**src/rtl/counter_sched_pkg.sv**
```systemverilog
// Shared types and defaults for the round-robin counter scheduler.
package counter_sched_pkg;
  localparam int NUM_REQ_DEF = 4;
  localparam int WIDTH_DEF   = 8;
  localparam int STATE_W     = 2;

  typedef enum logic [STATE_W-1:0] {
    IDLE = 2'd0,
    RUN  = 2'd1,
    DONE = 2'd2
  } state_t;
endpackage

```
**src/rtl/counter_scheduler_rr_arbiter.sv**
```systemverilog
// Combinational round-robin pick: first set request at or after ptr, wrapping.
module rr_arbiter #(
  parameter int NUM_REQ = 4,
  parameter int ID_W    = 2
) (
  input  logic [NUM_REQ-1:0] req,
  input  logic [ID_W-1:0]    ptr,
  output logic [NUM_REQ-1:0] grant_next,
  output logic [ID_W-1:0]    idx_next
);
  logic found;

  always_comb begin
    grant_next = '0;
    idx_next   = '0;
    found      = 1'b0;
    for (int k = 0; k < NUM_REQ; k++) begin
      if (!found && req[(int'(ptr) + k) % NUM_REQ]) begin
        found                                     = 1'b1;
        grant_next[(int'(ptr) + k) % NUM_REQ]     = 1'b1;
        idx_next                                  = ID_W'((int'(ptr) + k) % NUM_REQ);
      end
    end
  end
endmodule

```
**src/rtl/counter_scheduler.sv**
```systemverilog
// Sequences one shared up-counter among NUM_REQ requesters: arbitrate, run to
// the latched length, pulse done to the owner, then rotate priority.
module counter_scheduler
  import counter_sched_pkg::*;
#(
  parameter  int NUM_REQ = NUM_REQ_DEF,
  parameter  int WIDTH   = WIDTH_DEF,
  localparam int ID_W    = $clog2(NUM_REQ)
) (
  input  logic                     clk,
  input  logic                     reset,
  input  logic [NUM_REQ-1:0]       req,
  input  logic [NUM_REQ*WIDTH-1:0] len,
  output logic [NUM_REQ-1:0]       grant,
  output logic [ID_W-1:0]          active_id,
  output logic [WIDTH-1:0]         count,
  output logic                     busy,
  output logic [NUM_REQ-1:0]       done
);
  state_t             state;
  logic [ID_W-1:0]    ptr;
  logic [WIDTH-1:0]   run_len;
  logic [NUM_REQ-1:0] grant_next;
  logic [ID_W-1:0]    idx_next;
  logic [WIDTH-1:0]   sel_len;
  logic [ID_W-1:0]    next_ptr;

  rr_arbiter #(.NUM_REQ(NUM_REQ), .ID_W(ID_W)) u_arb (
    .req        (req),
    .ptr        (ptr),
    .grant_next (grant_next),
    .idx_next   (idx_next)
  );

  assign sel_len  = len[idx_next*WIDTH +: WIDTH];
  assign next_ptr = (active_id == ID_W'(NUM_REQ-1)) ? '0 : active_id + 1'b1;

  always_ff @(posedge clk) begin
    if (!reset) begin
      state     <= IDLE;
      grant     <= '0;
      active_id <= '0;
      count     <= '0;
      busy      <= 1'b0;
      done      <= '0;
      ptr       <= '0;
      run_len   <= '0;
    end else begin
      case (state)
        IDLE: begin
          if (|req) begin
            state     <= RUN;
            grant     <= grant_next;
            active_id <= idx_next;
            count     <= '0;
            run_len   <= sel_len;
            busy      <= 1'b1;
          end
        end
        RUN: begin
          // Owner dropping req wins over reaching the end: silent abort.
          if (!req[active_id]) begin
            state     <= IDLE;
            grant     <= '0;
            active_id <= '0;
            busy      <= 1'b0;
            ptr       <= next_ptr;
          end else if (count == run_len) begin
            state <= DONE;
            done  <= grant;
            grant <= '0;
          end else begin
            count <= count + 1'b1;
          end
        end
        DONE: begin
          state     <= IDLE;
          done      <= '0;
          busy      <= 1'b0;
          active_id <= '0;
          ptr       <= next_ptr;
        end
        default: state <= IDLE;
      endcase
    end
  end
endmodule
```
**config.mk**
```make
export PLATFORM = sky130hd
export DESIGN_NAME = counter_scheduler
export DESIGN_NICKNAME = d
export VERILOG_FILES = /design/src/rtl/counter_sched_pkg.sv /design/src/rtl/counter_scheduler_rr_arbiter.sv /design/src/rtl/counter_scheduler.sv
export SDC_FILE = /design/constraint.sdc
export NUM_CORES = 1
export LEC_CHECK = 0
export ABC_AREA = 1
export CAP_MARGIN = 20
export CORE_MARGIN = 2
export CORE_UTILIZATION = 40
export CTS_CLUSTER_SIZE = 40
export DETAILED_ROUTE_END_ITERATION = 8
export PLACE_DENSITY = 0.66
export SLEW_MARGIN = 30
export SYNTH_ARGS = -nofsm -noshare
export SYNTH_HDL_FRONTEND = slang
export SYNTH_SLANG_ARGS = --single-unit
export TNS_END_PERCENT = 20
```
**constraint.sdc**
```tcl
create_clock -name clk -period 2.9 [get_ports clk]
set_input_delay 0.58 -clock clk [delete_from_list [all_inputs] [get_ports clk]]
set_output_delay 0.58 -clock clk [all_outputs]
set_load 0.01 [all_outputs]
```
==> flow_summary.html <==
<table>
<tr><th>Metric</th><th>Value</th></tr>
<tr><th colspan="2">Synth</th></tr>
<tr><td>Synthesized Nets</td><td>between 400 and 500</td></tr>
<tr><td>Top-area cell type share of the netlist area</td><td>0.255</td></tr>
<tr><td>Register bit count reported by yosys</td><td>31</td></tr>
<tr><td>Synthesized cell area</td><td>between 2000 and 2500 um2</td></tr>
<tr><td>Post-synthesis cell count</td><td>between 300 and 400</td></tr>
<tr><td>Number of flops mapped to enable cells by yosys</td><td>0</td></tr>
<tr><td>Most numerous cell types in the synthesized netlist</td><td>sky130_fd_sc_hd__nand2_1 (108), sky130_fd_sc_hd__inv_1 (66), sky130_fd_sc_hd__nand3_1 (56)</td></tr>
<tr><td>Commonest register cell after synthesis</td><td>sky130_fd_sc_hd__dfxtp_1</td></tr>
<tr><td>Syn_area_per_cell</td><td>roughly 6.2 um2</td></tr>
<tr><td>Post-synth ARST share</td><td>0</td></tr>
<tr><td>Ranking of synthesized cells by area</td><td>sky130_fd_sc_hd__dfxtp_1 (26%), sky130_fd_sc_hd__nand2_1 (17%), sky130_fd_sc_hd__nand3_1 (12%)</td></tr>
<tr><td>Number of warning messages in the yosys log</td><td>0</td></tr>
<tr><td>Number of different library cells in the post-synthesis netlist</td><td>31</td></tr>
<tr><td>Library cell with the largest summed area after synthesis</td><td>sky130_fd_sc_hd__dfxtp_1</td></tr>
<tr><td>Most repeated cell in the gate-level netlist after synthesis</td><td>sky130_fd_sc_hd__nand2_1</td></tr>
<tr><td>Sequential share of the synthesized area</td><td>0.255</td></tr>
<tr><th colspan="2">Global routing</th></tr>
<tr><td>Total global-route track usage</td><td>0.195</td></tr>
<tr><td>Sum of overflow across all layers after global routing</td><td>0</td></tr>
<tr><td>Number of global-route vias before repair</td><td>between 2000 and 2500</td></tr>
<tr><td>Antenna violations before repair</td><td>0</td></tr>
<tr><td>Wire length of the first global-routing pass</td><td>approximately 10000 um</td></tr>
<tr><td>Maximum number of pins on one net before global-route repair</td><td>18</td></tr>
<tr><th colspan="2">Routing</th></tr>
<tr><td>Total met3 wirelength after detailed routing</td><td>roughly 260 um</td></tr>
<tr><td>Vias</td><td>approximately 2600</td></tr>
<tr><td>Initial DRT Pass Iterations</td><td>4</td></tr>
<tr><td>Highest metal layer used by the detailed router</td><td>met4</td></tr>
<tr><td>Detailed-route wire length per cell</td><td>between 10 and 15 um</td></tr>
<tr><td>Met2 wire len</td><td>about 2900 um</td></tr>
<tr><td>DRC violation count after routing</td><td>0</td></tr>
<tr><td>M1 wire length</td><td>between 2000 and 3000 um</td></tr>
<tr><td>Drt initial violations</td><td>~110</td></tr>
<tr><td>Via count normalized by instance count</td><td>slightly below 5</td></tr>
<tr><td>Remaining antenna violation count</td><td>0</td></tr>
<tr><td>Total Routed Length</td><td>around 6200 um</td></tr>
<tr><th colspan="2">Power and ir drop</th></tr>
<tr><td>Leakage power</td><td>0.00151 uW</td></tr>
<tr><td>Pwr/cell area</td><td>between 900 and 1000 nW/um2</td></tr>
<tr><td>Peak supply drop</td><td>roughly 0.00036 V</td></tr>
<tr><th colspan="2">Timing</th></tr>
<tr><td>Final Slew Violations</td><td>0</td></tr>
<tr><td>Final setup vio count</td><td>0</td></tr>
<tr><td>Tcrit/Tclk final</td><td>0.831</td></tr>
<tr><td>Fin. Hold Viols</td><td>0</td></tr>
<tr><td>Worst slew margin relative to its limit</td><td>0.756</td></tr>
<tr><td>Clk_skew</td><td>a little under 3 ps</td></tr>
<tr><td>Unrepaired setup endpoints after global routing</td><td>no</td></tr>
<tr><td>Achievable Freq</td><td>about 410 MHz</td></tr>
<tr><td>Transition time at the pin with the least slew margin</td><td>~370 ps</td></tr>
<tr><td>Minimum period implied by the final worst setup slack</td><td>roughly 2400 ps</td></tr>
<tr><td>Setup total negative slack</td><td>0 ps</td></tr>
<tr><th colspan="2">Clock tree</th></tr>
<tr><td>Post-cts gate resize count</td><td>0</td></tr>
<tr><td>TritonCTS sink count</td><td>31</td></tr>
<tr><td>Insertion delay of the later-clocked pin in the worst-skew pair</td><td>around 280 ps</td></tr>
<tr><td>Max Buffers Root-to-Sink</td><td>2</td></tr>
<tr><td>Clock transition at the register clock pins on the worst setup and hold paths after CTS</td><td>around 60 ps</td></tr>
<tr><td>Clock tree from TritonCTS</td><td>done</td></tr>
<tr><td>Total clock buffers created by CTS</td><td>5</td></tr>
<tr><td>Number of setup buffers added after CTS</td><td>0</td></tr>
<tr><td>Root buffer cell</td><td>sky130_fd_sc_hd__clkbuf_8</td></tr>
<tr><td>Total of hold buffers inserted after clock tree synthesis</td><td>0</td></tr>
<tr><td>Total number of H-tree levels</td><td>2</td></tr>
<tr><th colspan="2">Placed design</th></tr>
<tr><td>HPWL after DPL</td><td>roughly 5000 um</td></tr>
<tr><td>Number of placed instances, taps included</td><td>520</td></tr>
<tr><td>RePlAce Congestion</td><td>about 0.89</td></tr>
<tr><td>Port-buffer cells</td><td>56</td></tr>
<tr><th colspan="2">Setup path</th></tr>
<tr><td>Type of the setup path with the least slack</td><td>reg2reg</td></tr>
<tr><td>Startpoint type of the worst setup path</td><td>register</td></tr>
<tr><td>Arr. time, crit path</td><td>~2600 ps</td></tr>
<tr><td>Data required, critical path</td><td>3080 ps</td></tr>
<tr><td>Reg-to-reg setup timing slack</td><td>between 400 and 500 ps</td></tr>
<tr><td>Critical Path End Type</td><td>register</td></tr>
<tr><td>Worst-path fanout max</td><td>17</td></tr>
<tr><th colspan="2">Layout</th></tr>
<tr><td>Area grow syn2layout</td><td>31.2%</td></tr>
<tr><td>Net total in the final layout</td><td>around 500</td></tr>
<tr><td>Share of post-route cells with drive strength above 1</td><td>0.0640</td></tr>
<tr><td>Count of antenna diodes in the layout</td><td>0</td></tr>
<tr><td>Post-route non-filler standard cell count</td><td>528</td></tr>
<tr><th colspan="2">Die</th></tr>
<tr><td>Die Footprint</td><td>around 6700 um2</td></tr>
<tr><td>Core outline area</td><td>about 6000 um2</td></tr>
<tr><td>Vert. Die Dim</td><td>between 80 and 90 um</td></tr>
<tr><td>Starting density of the core</td><td>0.413</td></tr>
<tr><td>DIE WIDTH</td><td>81.9 um</td></tr>
<tr><td>Ports placed on the boundary</td><td>57</td></tr>
<tr><td>Total number of placement rows</td><td>28</td></tr>
<tr><th colspan="2">Job</th></tr>
<tr><td>Max-cap violation count</td><td>0</td></tr>
<tr><th colspan="2">Run status</th></tr>
<tr><td>Run status</td><td>completed</td></tr>
<tr><th colspan="2">Min path</th></tr>
<tr><td>HP Class</td><td>reg2reg</td></tr>
</table>
[worst max-delay path: stages (launching register included)]
cell	delay [ps]
sky130_fd_sc_hd__dfxtp_1	480
sky130_fd_sc_hd__inv_1	100
sky130_fd_sc_hd__ha_1	390
sky130_fd_sc_hd__inv_1	100
sky130_fd_sc_hd__nand3_1	90
sky130_fd_sc_hd__nand2_1	110
sky130_fd_sc_hd__nor2_4	180
sky130_fd_sc_hd__nand2_1	60
sky130_fd_sc_hd__nand2_1	100
sky130_fd_sc_hd__nand2_4	130
sky130_fd_sc_hd__nand2_4	190
sky130_fd_sc_hd__nand2_1	80
sky130_fd_sc_hd__nand3_1	90
sky130_fd_sc_hd__nand3_1	100
sky130_fd_sc_hd__nand2_1	80
sky130_fd_sc_hd__inv_1	30
[routing by layer]
layer / vias to the layer above / track usage
met5: - / 0
met4: 0 / 0.0650
met3: 8 / 0.0363
met2: 76 / 0.333
met1: 1108 / 0.245
li1: 1362 / -
[layout by cell type, fill, tap and decap left out, types with 2 or more instances in the layout]
cell type,netlist,routed
sky130_fd_sc_hd__clkdlybuf4s50_1,0,56
sky130_fd_sc_hd__xnor2_1,5,5
sky130_fd_sc_hd__nand3_1,56,56
sky130_fd_sc_hd__nor3_1,2,2
sky130_fd_sc_hd__nand2_2,4,4
sky130_fd_sc_hd__buf_4,1,7
sky130_fd_sc_hd__ha_1,13,13
sky130_fd_sc_hd__nand2_1,108,108
sky130_fd_sc_hd__nand2_4,5,5
sky130_fd_sc_hd__inv_1,66,66
sky130_fd_sc_hd__clkbuf_8,0,7
sky130_fd_sc_hd__xor2_1,5,5
sky130_fd_sc_hd__dfxtp_1,31,31
sky130_fd_sc_hd__a21oi_1,28,28
sky130_fd_sc_hd__nand4_1,14,14
sky130_fd_sc_hd__o21ai_0,9,9
sky130_fd_sc_hd__nor2_1,23,23
[report_power, final]
part / leakage [uW] / internal, uW / switching (uW)
Combinational: 0.00120 / 745 / 1290
Sequential: 0.000254 / 549 / 123
Clock: 0.0000515 / 216 / 148
[worst paths after layout]
check,start,endpoint,cells past startpoint
max reg2reg,ptr[1],run_len[3],15
min,done[0],done[0],2
min reg2reg,done[0],done[0],2
max,ptr[1],run_len[3],15
[logic make-up (layout without fill, tap and decap cells)]
group,Yosys count,in the layout,synth area share
compound gates,40,40,0.0855
xor+xnor,10,10,0.0360
fa+ha+maj,13,13,0.0669
buf+inv,77,140,0.130
flops,31,31,0.255
simple gates,219,219,0.426
[per-stage QoR]
stage / instance area (um2) / hold slack (ps) / worst slack, ps / utilization / power, uW
after detailed placement: 3090 / 454 / 278 / 0.524 / 2700
final: 3190 / 460 / 489 / 0.541 / 3070
after CTS: 3190 / 464 / 489 / 0.541 / 3080
after floorplan: 2430 / 474 / 763 / - / 2200
after global placement: 3090 / 448 / 335 / 0.524 / 2680
after global routing: 3190 / 477 / 274 / 0.541 / 3390
[area by class of cell]
class	count	area, um2
clock buffer	8	100
tap	75	93.8
sequential	31	621
timing repair buffer	63	613
fill	610	2700
inverter	69	267
multi-input combinational	282	1490
[state kept, by name, indices dropped and copies added (netlist names)]
register,count
count,8
run_len,8
done,4
grant,4
active_id,2
ptr,2
state,2
busy,1
No activity file was read; power rests on OpenSTA's default activity.
